`config.mk`:
```
export PLATFORM = sky130hd
export DESIGN_NAME = jk_excitation_driver
export DESIGN_NICKNAME = d
export VERILOG_FILES = /design/src/rtl/jk_pkg.sv /design/src/rtl/jk_excite.sv /design/src/rtl/jk_excitation_driver.sv
export SDC_FILE = /design/constraint.sdc
export NUM_CORES = 1
export LEC_CHECK = 0
export BUFFER_PORTS_ARGS = -buffer_cell sky130_fd_sc_hd__buf_2
export CORE_ASPECT_RATIO = 1.5
export CORE_MARGIN = 2
export CORE_UTILIZATION = 50
export DETAILED_ROUTE_END_ITERATION = 8
export GPL_TIMING_DRIVEN = 0
export PLACE_DENSITY_LB_ADDON = 0.3
export SLEW_MARGIN = 10
export SYNTH_ARGS = -nofsm -noshare
export SYNTH_HDL_FRONTEND = slang
export SYNTH_SLANG_ARGS = --single-unit
```
`constraint.sdc`:
```
create_clock -name CLK -period 2.55 [get_ports CLK]
set_input_delay 0.1275 -clock CLK [delete_from_list [all_inputs] [get_ports CLK]]
set_output_delay 0.1275 -clock CLK [all_outputs]
set_load 0.005 [all_outputs]
```
`src/rtl/jk_pkg.sv`:
```
// Shared definitions for the JK excitation driver: FSM state encoding and
// don't-care fill modes for the excitation table.
package jk_pkg;

    typedef enum logic [1:0] {
        IDLE  = 2'd0,
        DRIVE = 2'd1,
        CHECK = 2'd2
    } state_t;

    localparam int DC_MIN  = 0;
    localparam int DC_COMP = 1;

endpackage

```
`src/rtl/jk_excite.sv`:
```
// Single-bit JK excitation: current state q and target t to the J/K pair
// that moves a JK flip-flop from q to t on the next edge.
module jk_excite
    import jk_pkg::*;
#(
    parameter int DC_FILL = DC_MIN
) (
    input  logic q,
    input  logic t,
    output logic j,
    output logic k
);

    // NOTE: both outputs are assigned on every path so no latch is inferred.
    always_comb begin
        if (DC_FILL == DC_COMP) begin
            j = t;
            k = ~t;
        end else begin
            j = ~q & t;
            k = q & ~t;
        end
    end

endmodule

```
`src/rtl/jk_excitation_driver.sv`:
```
// Drives J/K onto a JK flip-flop bank to reach a requested next state, then
// reads the bank back one edge later and flags/counts any bits that missed.
module jk_excitation_driver
    import jk_pkg::*;
#(
    parameter int WIDTH   = 4,
    parameter int DC_FILL = DC_MIN,
    parameter int CNT_W   = 8
) (
    input  logic             CLK,
    input  logic             RST,
    input  logic             tgt_valid,
    output logic             tgt_ready,
    input  logic [WIDTH-1:0] tgt_data,
    input  logic [WIDTH-1:0] q_in,
    output logic [WIDTH-1:0] J,
    output logic [WIDTH-1:0] K,
    output logic             busy,
    output logic             err,
    output logic [WIDTH-1:0] mismatch,
    output logic [CNT_W-1:0] err_cnt,
    input  logic             err_clr
);

    state_t           state;
    logic [WIDTH-1:0] tgt_r;
    logic [WIDTH-1:0] j_next;
    logic [WIDTH-1:0] k_next;
    logic [WIDTH-1:0] diff;
    logic [CNT_W-1:0] cnt_base;

    for (genvar i = 0; i < WIDTH; i++) begin : g_excite
        jk_excite #(.DC_FILL(DC_FILL)) u_excite (
            .q (q_in[i]),
            .t (tgt_data[i]),
            .j (j_next[i]),
            .k (k_next[i])
        );
    end

    assign tgt_ready = (state == IDLE);
    assign busy      = (state != IDLE);
    assign diff      = q_in ^ tgt_r;
    // A clear in the same cycle as a failing check restarts the count from zero.
    assign cnt_base  = err_clr ? '0 : err_cnt;

    // NOTE: all state here uses non-blocking assignments so every register
    // samples pre-edge values, and later assignments in the block win.
    always_ff @(posedge CLK) begin
        if (RST) begin
            state    <= IDLE;
            J        <= '0;
            K        <= '0;
            err      <= 1'b0;
            mismatch <= '0;
            err_cnt  <= '0;
            tgt_r    <= '0;
        end else begin
            err <= 1'b0;
            if (err_clr) begin
                err_cnt  <= '0;
                mismatch <= '0;
            end
            case (state)
                IDLE: begin
                    if (tgt_valid) begin
                        tgt_r <= tgt_data;
                        J     <= j_next;
                        K     <= k_next;
                        state <= DRIVE;
                    end
                end
                DRIVE: begin
                    // The bank captures J/K at this edge; release to hold afterwards.
                    J     <= '0;
                    K     <= '0;
                    state <= CHECK;
                end
                CHECK: begin
                    mismatch <= diff;
                    err      <= |diff;
                    if ((|diff) && (cnt_base != '1)) begin
                        err_cnt <= cnt_base + CNT_W'(1);
                    end
                    state <= IDLE;
                end
                default: state <= IDLE;
            endcase
        end
    end

endmodule

```
# Word level (Yosys, flattened, before mapping)
# Cells that the tools add are included.
[totals]
regBits = 27
output_inout_bits = 23
word_cells = 50
input_bits = 12
[op_classes]
n_reduce_logical = 9
eq_ne = 4
n_mux = 11
bitwise = 18
addsub = 1
[ops]
columns = ["cell", "n"]
rows = [
  ["$mux W8", 3],
  ["$mux W4", 4],
  ["$pmux W4 S2", 2],
  ["$not A1 Y1", 9],
  ["$add A8 B1 Y8 const B", 1],
  ["$and A1 B1 Y1", 8],
  ["$ne A8 B8 Y1 const B", 1],
  ["$reduce_bool A2 Y1", 3],
  ["$pmux W2 S2", 1],
  ["$reduce_and A2 Y1", 2],
  ["$reduce_or A4 Y1", 1],
  ["$xor A4 B4 Y4", 1],
  ["$eq A2 B1 Y1 const B", 1],
  ["$eq A2 B2 Y1 const B", 1],
  ["$logic_not A2 Y1", 1],
  ["$mux W2", 1],
  ["$ne A2 B2 Y1 const B", 1],
  ["$reduce_or A2 Y1", 1],
  ["$logic_and A1 B1 Y1", 1],
]

# Depth between registers and ports, before layout
# Gate-level depths: netlist (run 1).
[depth]
depth_word = 5
depth_mapped = 7
mapped_depth_nobuf = 6

# Hierarchy
# From an unflattened synthesis (run 1), not the netlist that was laid out.
[hier_totals]
hier_cells = 143
hier_area_um2 = 1262.5
[modules_own_cells]
columns = ["module", "instances", "area_per_inst_um2", "cells_per_inst", "seq_area_each_um2"]
rows = [
  ["jk_excitation_driver", 1, 1202.4, 135, 540.5],
  ["jk_excite", 4, 15.0, 2, 0.0],
]

# Worst setup path after synthesis (run 1)
# Ideal clock, no wire load.
[synth_path]
path_kind = "flip-flop to flip-flop"
startpoint = "register err_cnt[0]"
endpoint = "register err_cnt[3]"
setup_ns = 0.121
path_buffers = 0
path_slack_ns = 0.731
t_arrival_ns = 1.697
stages_incl_launch_ff = 7
required_time_ns = 2.429
synth_period_minus_slack_ns = 1.819
cell_sequence = "dfxtp_1 -> nor2b_1 -> ha_1 -> nand4b_1 -> or2_2 -> and4_4 -> mux2_4"
[synth_between]
elab_chain_len = 5
elab_cells_between_ends = 6
classes_between = "1 x add/sub; 1 x eq/ne; 3 x mux; 1 x reduce/logical"
[synth_rtl]
columns = ["item", "line_no", "rtl"]
rows = [
  ["start, declared", "jk_excitation_driver.sv:21", "output logic [CNT_W-1:0] err_cnt,"],
  ["start signal, assigned", "jk_excitation_driver.sv:83", "err_cnt <= cnt_base + CNT_W'(1);"],
  ["$mux W8 *", "jk_excitation_driver.sv:45", "assign cnt_base = err_clr ? '0 : err_cnt;"],
  ["parallel branches: the longest is 2 deep, another holds $add A8 B1 Y8", "-", ""],
  ["$mux W8 *", "jk_excitation_driver.sv:82", "if ((|diff) && (cnt_base != '1)) begin"],
  ["$mux W8 *", "jk_excitation_driver.sv:64", "case (state)"],
]
# Mark *: on every way between the ends.
# A chain may end at the register's enable or synchronous reset.

# Final worst setup path (run 1)
# Ends and elaborated chain as after synthesis.

==> summary.md, run 1 <==
| Metric | Value |
|---|---|
| Core ar. | `between 2000 and 2500 sq um` |
| H-tree levels | `1` |
| Die Y-Extent | `roughly 65 um` |
| Unique cell type count in the Yosys netlist | `40` |
| Clock latency at the later pin of the worst-skew pair | `between 0.3 and 0.4 ns` |
| Slew Limit Headroom | `63.1%` |
| Number of global-route vias before repair | `roughly 1100` |
| Final worst path period share | `78.4%` |
| Largest net degree at the start of global routing | `15` |
| Setup violators final | `0` |
| Clock sink count | `27` |
| Final ANT Viol Nets | `0` |
| Row cnt | `22` |
| Worst path buffer plus inverter count | `0` |
| Sequential cell area | `541 sq um` |
| I/O Buffers | `33` |
| Area share of fa/ha/maj cells after synthesis | `less than 1%` |
| Leak | `~0.00066 uW` |
| Root Buffer | `clkbuf_4` |
| Fill count | `between 200 and 300` |
| Nets@finish | `between 150 and 200` |
| ANT cells | `0` |
| Synth Area in Simple Gates | `26.1%` |
| Grt total ovfl | `0` |
| Tightest Pin Transition | `around 0.55 ns` |
| # hold bufs at CTS | `0` |
| Initial drt markers | `16` |
| Antenna violations before repair | `0` |
| Boundary Pins | `35` |
| Post-Syn Nets | `roughly 160` |
| CTS Buffer Depth | `2` |
| Die area | `between 2000 and 3000 sq um` |
| Synth top area cells | `dfxtp_1 (43%), nor2_1 (5.4%), nand2_1 (5.1%), a21oi_1 (4.8%), nor3b_1 (3.0%)` |
| CP top delay family | `simple AND/OR/NAND/NOR gates` |
| Commonest non-fill, non-tap cell in the layout | `buf_2` |
| Reg clk slew, reported paths | `0.14 ns` |
| Setup repair bufs after CTS | `0` |
| Cell Area, Synth | `roughly 1300 sq um` |
| Yosys top cell by area | `dfxtp_1` |
| Critical path type | `register to register` |
| Via count | `1163` |
| Seq/Total Area, Yosys | `between 40% and 50%` |
| Drt drc | `0` |
| VDD IR max | `slightly above 0.3 mV` |
| First-pass GRT wire length | `approximately 4700 um` |
| Setup crit end kind | `register` |
| Commonest cells after routing, fill and taps aside | `buf_2 (33), dfxtp_1 (27), nor2_1 (18)` |
| CP Cell Sequence | `nor2b_1 -> ha_1 -> nand4b_1 -> or2_2 -> and4_4 -> mux2_4` |
| Critical Path Source Type | `register` |
| Primary FF master, synth | `dfxtp_1` |
| WL per Instance | `between 10 and 15 um` |
| CTS Buf Count | `3` |
| CP Max Fanout | `5` |
| Mux contribution to synthesized area | `1.20%` |
| Post-synth ARST share | `0%` |
| Required time worst endpoint | `around 2.8 ns` |
| CP max-delay cell | `dfxtp_1` |
| Compound-Gate Fraction of Synth Area | `20.7%` |
| Gpl congestion | `0.872` |
| Initial Util | `51.7%` |
| Final Util | `about three fifths` |
| Ratio of cells with drive above 1 in the final layout | `between 20% and 30%` |
| Syn avg cell area | `around 8.6 sq um` |
| Multi-input logic area | `between 600 and 700 sq um` |
| Drt total wl | `2630 um` |
| TritonCTS clock tree | `yes` |
| Final Hold Viols | `0` |
| Fin crit period | `2.00 ns` |
| Pwr Density | `approximately 480 nW/um^2` |
| XOR/XNOR Fraction of Synth Area | `around 2.8%` |
| Chip width | `about 45 um` |
| Max-slew violations | `0` |
| Max cap viols | `0` |
| Pre-antenna DRT Iters | `4` |
| RSZ-0062 raised after global routing | `no` |
| EDFF count, synth | `0` |
| Worst Hold Class | `primary input to register` |
| Layout Skew | `0.0134 ns` |
| Syn Inst Count | `around 150` |
| CP arrival | `approximately 2.2 ns` |
| Final TNS setup | `0 ns` |
| Yosys top cell area share | `about 43%` |
| Main combinational cell family by area after synthesis | `simple AND/OR/NAND/NOR gates` |
| Post-CTS Resized | `0` |
| Fmax | `0.500 GHz` |
| Yosys warnings | `0` |
| Status | `completed` |
| Area Overhead vs Synth | `17.7%` |
| CP peak stage delay | `~0.38 ns` |
| Hpwl dp | `2100 um` |
| Total track usage | `20.6%` |
| Vias/cell | `5.62` |
| Seq cells post-synth | `27` |
==> final cells by class <==
type / count / area share (%)
Multi-Input combinational cell: 105 / 44.0
Sequential cell: 27 / 36.7
Timing Repair Buffer: 33 / 11.2
Buffer: 7 / 2.55
Tap cell: 24 / 2.04
Clock buffer: 4 / 1.78
Inverter: 7 / 1.78
==> cell usage after synthesis (all sizes together) (2+ instances only) <==
cell type and instances:
and4 2, nand2 17, buf 2, a21boi 2, o31a 4, o41ai 2, clkbuf 5, o211ai 2
nor3b 5, dfxtp 27, a21oi 12, and3 2, a32oi 4, xor2 4, nor2 18, or3 2
inv 7, o31ai 2, nand3 3, or4 3, nor2b 3, o21ai 3
==> worst reg2reg max path, cell delays in order, from the launching register on <==
cell and delay, ns:
dfxtp_1 0.38, nor2b_1 0.24, ha_1 0.27, nand4b_1 0.17, or2_2 0.35, and4_4 0.20, mux2_4 0.28
==> stage by stage <==
step | power (uW) | area [sq um] | setup slack, ns | std cells | hold WS [ns]
after global routing | 745 | 1470 | 0.466 | 207 | 0.0596
after global placement | 538 | 1450 | 0.618 | 203 | 0.392
after detailed placement | 540 | 1450 | 0.578 | 203 | 0.398
final | 706 | 1470 | 0.552 | 207 | 0.0578
after CTS | 714 | 1470 | 0.584 | 207 | 0.0506
after floorplan | 505 | 1250 | 0.731 | 146 | 0.263
==> power breakdown <==
group          switching (uW)  internal (uW)
Combinational            53.5           35.2
Sequential               7.33            434
Clock                     115           61.1
Total                     176            530
==> cell families (layout without fill, tap and decap cells) <==
logic type               count (synthesis)  count (layout)
buffers and inverters                   14              51
multiplexers                             1               1
XOR/XNOR                                 4               4
adder cells (fa/ha/maj)                  1               1
AO/OA/AOI/OAI                           36              36
AND/OR/NAND/NOR                         63              63
flip-flops                              27              27
==> state kept, by name (all words and copies together) (netlist names) <==
| signal | flops |
|---|---|
| J | 4 |
| err_cnt | 8 |
| state | 2 |
| mismatch | 4 |
| err | 1 |
| K | 4 |
| tgt_r | 4 |
==> layer usage <==
layer  part of all wire, %  global-route usage (%)  vias up
met5                     0                       0        -
met3                   3.8                    1.65        4
met1                    40                    22.4      541
li1                      -                       -      592
met2                    54                    38.6       26
met4                   1.5                    8.82        0
==> path summary, 6_finish.rpt <==
path	startpoint	end	slack, ns	depth (start not counted)
max	err_cnt[0]	err_cnt[3]	0.55	6
min	tgt_data[1]	tgt_r[1]	0.06	3
max reg2reg	err_cnt[0]	err_cnt[3]	0.55	6
min reg2reg	tgt_r[0]	tgt_r[0]	0.47	2
No activity file was read; power rests on OpenSTA's default activity.
==> inputs of run 2 (changes only) <==
- ABC_AREA: not set -> 1
- CORE_UTILIZATION: 50 -> 51
- clock period: 2.55 -> 1.9 ns (I/O delays scaled with it)
==> run 2 against run 1 <==
Against the previous run: sequential power rose by 35%; final area grew 5.3%; global-route usage decreased by 1.0 points; final cell count rose by 20%; clock power grew 45%; first-iteration DRC count increased by 19%; fmax increased by 27%; non-clock buffer count decreased by 4; hold slack worse by 0.046 ns; count of clock-buffer cells in the layout stayed put; flip-flop and latch count is the same.
==> summary.md, run 2 <==
| Metric | Value |
|---|---|
| Status | `completed` |
| Grt total ovfl | `0` |
| CP peak stage delay | `roughly 0.35 ns` |
| Final Hold Viols | `0` |
| Reg with most FFs | `err_cnt` |
| Max reg flops | `8` |
| Sequential share of power | `between 60 and 70%` |
| Initial drt markers | `19` |
| Nets@finish | `approximately 240` |
| Die Y-Extent | `around 66 um` |
| Most frequent cell after synthesis | `nand2_1` |
| Fill count | `roughly 240` |
| Ratio of cells with drive above 1 in the final layout | `25.3%` |
| Setup repair bufs after CTS | `0` |
| Antenna violations before repair | `0` |
| VDD IR max | `0.570 mV` |
| Drt total wl | `2650 um` |
| Pwr Total | `roughly 990 uW` |
| Slew Limit Headroom | `between 60 and 70%` |
| Number of global-route vias before repair | `1117` |
| Clk pwr share | `about 26%` |
| Unique cell type count in the Yosys netlist | `23` |
| Root Buffer | `clkbuf_4` |
| Core ar. | `2450 sq um` |
| Max cap viols | `0` |
| Syn avg cell area | `approximately 7.1 sq um` |
| Final Util | `between 60% and 70%` |
| Primary FF master, synth | `dfxtp_1` |
| Max-slew violations | `0` |
| Clock sink count | `27` |
| Net Switching | `approximately 270 uW` |
| Grt met1 use | `between 20% and 30%` |
| Post-Syn Nets | `200` |
| Met2 Usage GRT | `about a third` |
| Post-synth ARST share | `0%` |
| Vias/cell | `5.00` |
| Fin crit period | `about 1.6 ns` |
| Largest net degree at the start of global routing | `15` |
| Gpl congestion | `approximately 0.84` |
| Sw frac | `between 20% and 30%` |
| Reg clk slew, reported paths | `roughly 0.14 ns` |
| Internal power | `718 uW` |
| Commonest cells after routing, fill and taps aside | `nand2_1 (57), buf_2 (34), dfxtp_1 (27), inv_1 (27), nor2_1 (24)` |
| Seq/Total Area, Yosys | `approximately 41%` |
| Critical path type | `register to register` |
| Layout Skew | `approximately 0.0042 ns` |
| H-tree levels | `1` |
| Fin cells | `about 250` |
| Hold path cells | `3` |
| # hold bufs at CTS | `0` |
| Clock latency at the later pin of the worst-skew pair | `0.33 ns` |
| Seq cells post-synth | `27` |
| CTS Buf Count | `3` |
| Yosys top cell by area | `dfxtp_1` |
| Pwr Density | `between 600 and 700 nW/um^2` |
| Boundary Pins | `35` |
| Worst Hold Class | `primary input to register` |
| First-pass GRT wire length | `between 4000 and 5000 um` |
| CP max-delay cell | `dfxtp_1` |
| Setup crit end kind | `register` |
| Yosys top cell area share | `slightly above 40%` |
| Top cells by count, synth | `nand2_1 (57), dfxtp_1 (27), inv_1 (27)` |
| Pre-antenna DRT Iters | `4` |
| Row cnt | `22` |
| Register-to-register setup slack | `0.33 ns` |
| Total track usage | `between 15 and 20%` |
| Busiest layer in global routing | `met2` |
| TritonCTS clock tree | `yes` |
| Crit-path most repeated cell | `nand2_1` |
| RSZ-0062 raised after global routing | `no` |
| Tightest Pin Transition | `~0.5 ns` |
| Fmax | `approximately 0.64 GHz` |
| Final TNS setup | `0 ns` |
| I/O Buffers | `34` |
| Setup violators final | `0` |
| Syn Inst Count | `~190` |
| CP Max Fanout | `3` |
| # placed instances | `roughly 250` |
| Critical Path Source Type | `register` |
| CP Cell Sequence | `inv_1 -> nor2_1 -> ha_1 -> nand2_1 -> nor2_4 -> and2_1 -> nand4_1 -> nand2_1 -> nand2_1 -> nor2_1` |
| Via count | `roughly 1200` |
| Combinational power share | `between 10% and 20%` |
| Yosys warnings | `0` |
| Die area | `between 3000 and 4000 sq um` |
| Drt drc | `0` |
| Area Overhead vs Synth | `17.1%` |
| EDFF count, synth | `0` |
| Required time worst endpoint | `between 2 and 2.5 ns` |
| ANT cells | `0` |
| Hpwl dp | `~2000 um` |
| Final ANT Viol Nets | `0` |
| Post-CTS Resized | `0` |
| Cell Area, Synth | `~1300 sq um` |
| CP arrival | `1.86 ns` |
| Final worst path period share | `about 83%` |
| WL per Instance | `roughly 11 um` |
| Synth top area cells | `dfxtp_1 (41%), nand2_1 (16%), inv_1 (7.6%), nor2_1 (6.8%), a21oi_1 (4.9%)` |
| Commonest non-fill, non-tap cell in the layout | `nand2_1` |
| CTS Buffer Depth | `2` |
| Reg2Reg Depth | `10` |
| Chip width | `between 40 and 50 um` |
| Initial Util | `54.1%` |
| Leak | `around 0.00076 uW` |
| Grt met3 use | `under 10%` |
==> run 2: kinds of logic after synthesis <==
kind of cell / share of synthesized area [%]
and+or+nand+nor: 40.1
buffers and inverters: 9.44
AOI/OAI and AO/OA: 8.69
adders and majority gates: 0.944
DFF: 40.8
==> run 2: final timing paths <==
| kind | from | to |
|---|---|---|
| max | err_cnt[0] | err_cnt[6] |
| min | q_in[1] | K[1] |
| max reg2reg | err_cnt[0] | err_cnt[6] |
| min reg2reg | K[1] | K[1] |
==> run 2: critical path: cells and delay by family (launching register included) <==
kind                       cells  cell delay (ns)
adders and majority gates      1             0.21
buffers and inverters          1             0.05
DFF                            1             0.35
and+or+nand+nor                8             0.91
==> run 2: stage by stage <==
step | worst slack (ns) | instance area, sq um | hold WS, ns
floorplan | 0.452 | 1330 | 0.242
global placement | 0.375 | 1530 | 0.375
detailed placement | 0.346 | 1530 | 0.373
CTS | 0.308 | 1550 | 0.00490
global route | 0.138 | 1550 | 0.0177
finish | 0.326 | 1550 | 0.0122
==> run 2: routing by layer <==
| metal | vias up | share of wire, % |
|---|---|---|
| li1 | 655 | - |
| met1 | 562 | 42 |
| met2 | 23 | 53 |
| met3 | 5 | 2.9 |
| met4 | 0 | 2.1 |
| met5 | - | 0 |
==> run 2: power by group through the flow <==
stage | Combinational (uW) | Sequential, uW | Clock (uW)
4_1_cts | 139 | 598 | 261
5_1_grt | 156 | 601 | 272
2_1_floorplan | 88.6 | 610 | 0
6_report | 138 | 598 | 255
3_5_place_dp | 139 | 610 | 0
3_3_place_gp | 138 | 610 | 0
==> run 2: area by class of cell <==
| cell class | instances | area [sq um] | share of cell area, % |
|---|---|---|---|
| buffer | 2 | 7.51 | 0.484 |
| clock buffer | 4 | 26.3 | 1.69 |
| inverter | 30 | 118 | 7.58 |
| multi-input combinational | 128 | 659 | 42.5 |
| sequential | 27 | 541 | 34.8 |
| tap | 24 | 30.0 | 1.94 |
| timing repair buffer | 34 | 170 | 11.0 |
==> inputs of run 3 (changes only) <==
- clock period: 1.9 -> 1.6 ns (I/O delays scaled with it)
==> run 3 against run 2 <==
Against the previous run: clock skew down 0.0012 ns; power increased by 19%; final cell count increased by 0.80%; final area increased by 2.0%; non-clock buffer count rose by 2; register-to-register slack lost 0.18 ns; fmax is 8.0% higher.
==> summary.md, run 3 (synthesized netlist as in run 2, its figures left out) <==
| Metric | Value |
|---|---|
| Slew Limit Headroom | `67.1%` |
| Initial drt markers | `16` |
| Setup violators final | `0` |
| Hold path startpoint | `q_in[2]` |
| Antenna violations before repair | `0` |
| WL per Instance | `between 10 and 15 um` |
| Max cap viols | `0` |
| Die area | `~3000 sq um` |
| CTS Buf Count | `3` |
| Layout Skew | `between 0.003 and 0.004 ns` |
| Final TNS setup | `0 ns` |
| Hold path cells | `3` |
| Gpl congestion | `0.841` |
| Register-to-register setup slack | `0.14 ns` |
| Commonest non-fill, non-tap cell in the layout | `nand2_1` |
| Nets@finish | `241` |
| Core ar. | `between 2000 and 2500 sq um` |
| First-pass GRT wire length | `between 4000 and 5000 um` |
| Critical Path Source Type | `register` |
| Setup crit end kind | `register` |
| Worst Hold Class | `primary input to register` |
| Pwr Total | `about 1200 uW` |
| Grt total ovfl | `0` |
| Final worst path period share | `91.1%` |
| DP Area | `roughly 1500 sq um` |
| Max-slew violations | `0` |
| ANT cells | `0` |
| Vias/cell | `between 4 and 5` |
| Worst r2r dst | `err_cnt[6]` |
| Commonest cells after routing, fill and taps aside | `nand2_1 (57), buf_2 (34), inv_1 (27)` |
| Worst Hold Path EP | `K[2]` |
| Final Hold Viols | `0` |
| Clock sink count | `27` |
| CTS Buffer Depth | `2` |
| Fin crit period | `between 1 and 1.5 ns` |
| Via count | `1247` |
| Max reg flops | `8` |
| Number of global-route vias before repair | `between 1000 and 1500` |
| Boundary Pins | `35` |
| Critical path type | `register to register` |
| Hpwl dp | `2040 um` |
| Row cnt | `22` |
| Reg clk slew, reported paths | `0.14 ns` |
| H-tree levels | `1` |
| Layout Cell Area excl Fill | `between 1500 and 2000 sq um` |
| RSZ-0062 raised after global routing | `no` |
| Pwr Density | `approximately 750 nW/um^2` |
| Clock latency at the later pin of the worst-skew pair | `roughly 0.33 ns` |
| Initial Util | `between 50% and 60%` |
| Drt total wl | `around 2700 um` |
| I/O Buffers | `34` |
| Area Overhead vs Synth | `19.5%` |
| Reg2reg start | `err_cnt[0]` |
| Final ANT Viol Nets | `0` |
| Status | `completed` |
| Chip width | `about 46 um` |
| Total track usage | `around a fifth` |
| CP Max Fanout | `3` |
| Final hold slack | `0.00327 ns` |
| Reg with most FFs | `err_cnt` |
| Die Y-Extent | `66.4 um` |
| Pre-antenna DRT Iters | `4` |
| Fmax | `roughly 0.7 GHz` |
| Ratio of cells with drive above 1 in the final layout | `a little over a quarter` |
| CP arrival | `approximately 1.7 ns` |
| Leak | `0.000765 uW` |
| VDD IR max | `around 0.68 mV` |
| Largest net degree at the start of global routing | `15` |
| Root Buffer | `clkbuf_4` |
| TritonCTS clock tree | `yes` |
| Reg2Reg Depth | `10` |
| Tightest Pin Transition | `~0.49 ns` |
| Required time worst endpoint | `around 1.9 ns` |
| Drt drc | `0` |
-- run 3: cell types whose count changed in the layout (fill, tap and decap cells not counted), sizes merged --
cell / change
dlygate4sd3: +2
-- run 3: worst max-delay path by stage --
stage	startpoint	to	slack, ns
2_1_floorplan	err_cnt[0]	err_cnt[1]	0.15
3_3_place_gp	err_cnt[0]	err_cnt[1]	0.07
3_5_place_dp	err_cnt[0]	err_cnt[6]	0.05
4_1_cts	err_cnt[0]	err_cnt[6]	0.008
5_1_grt	err_cnt[0]	err_cnt[0]	0.004
6_report	err_cnt[0]	err_cnt[6]	0.14
-- run 3: repair_timing --
action,CTS,global route
buffers inserted,0,0
resized for setup,0,4
endpoints found under the hold margin,2,0
hold buffers,2,0
setup endpoints to repair,0,8
-- run 3: metrics by stage --
stage | setup slack (ns) | std cells | util (%)
after floorplan | 0.152 | 187 | -
after global placement | 0.0747 | 245 | 62.3
after detailed placement | 0.0459 | 245 | 62.3
after CTS | 0.00814 | 251 | 64.1
after global routing | 0.00437 | 251 | 64.6
final | 0.142 | 251 | 64.6
-- run 3: per-layer routing --
metal | GRT usage (%) | part of all wire [%] | up-vias
met3 | 1.64 | 2.7 | 5
met2 | 35.7 | 53 | 23
met5 | 0 | 0 | -
met4 | 9.93 | 2.1 | 0
li1 | - | - | 658
met1 | 22.0 | 42 | 561
-- run 3: critical path, stage by stage (launching register included) --
cell	delay (ns)
dfxtp_2	0.35
inv_1	0.07
nor2_4	0.11
ha_2	0.19
nand2_1	0.08
nor2_4	0.13
and2_1	0.14
nand4_1	0.12
nand2_1	0.09
nand2_1	0.05
nor2_1	0.08
-- run 3: layout make-up --
type | instances | area [sq um]
fill | 238 | 867
multi-input combinational | 128 | 669
sequential | 27 | 542
timing repair buffer | 36 | 190
inverter | 30 | 118
tap | 24 | 30.0
clock buffer | 4 | 26.3
buffer | 2 | 7.51
-- run 3: report_power, final --
part / switching [uW] / internal [uW]
Combinational: 107 / 62.0
Sequential: 14.3 / 696
Clock: 203 / 98.0
Total: 325 / 856
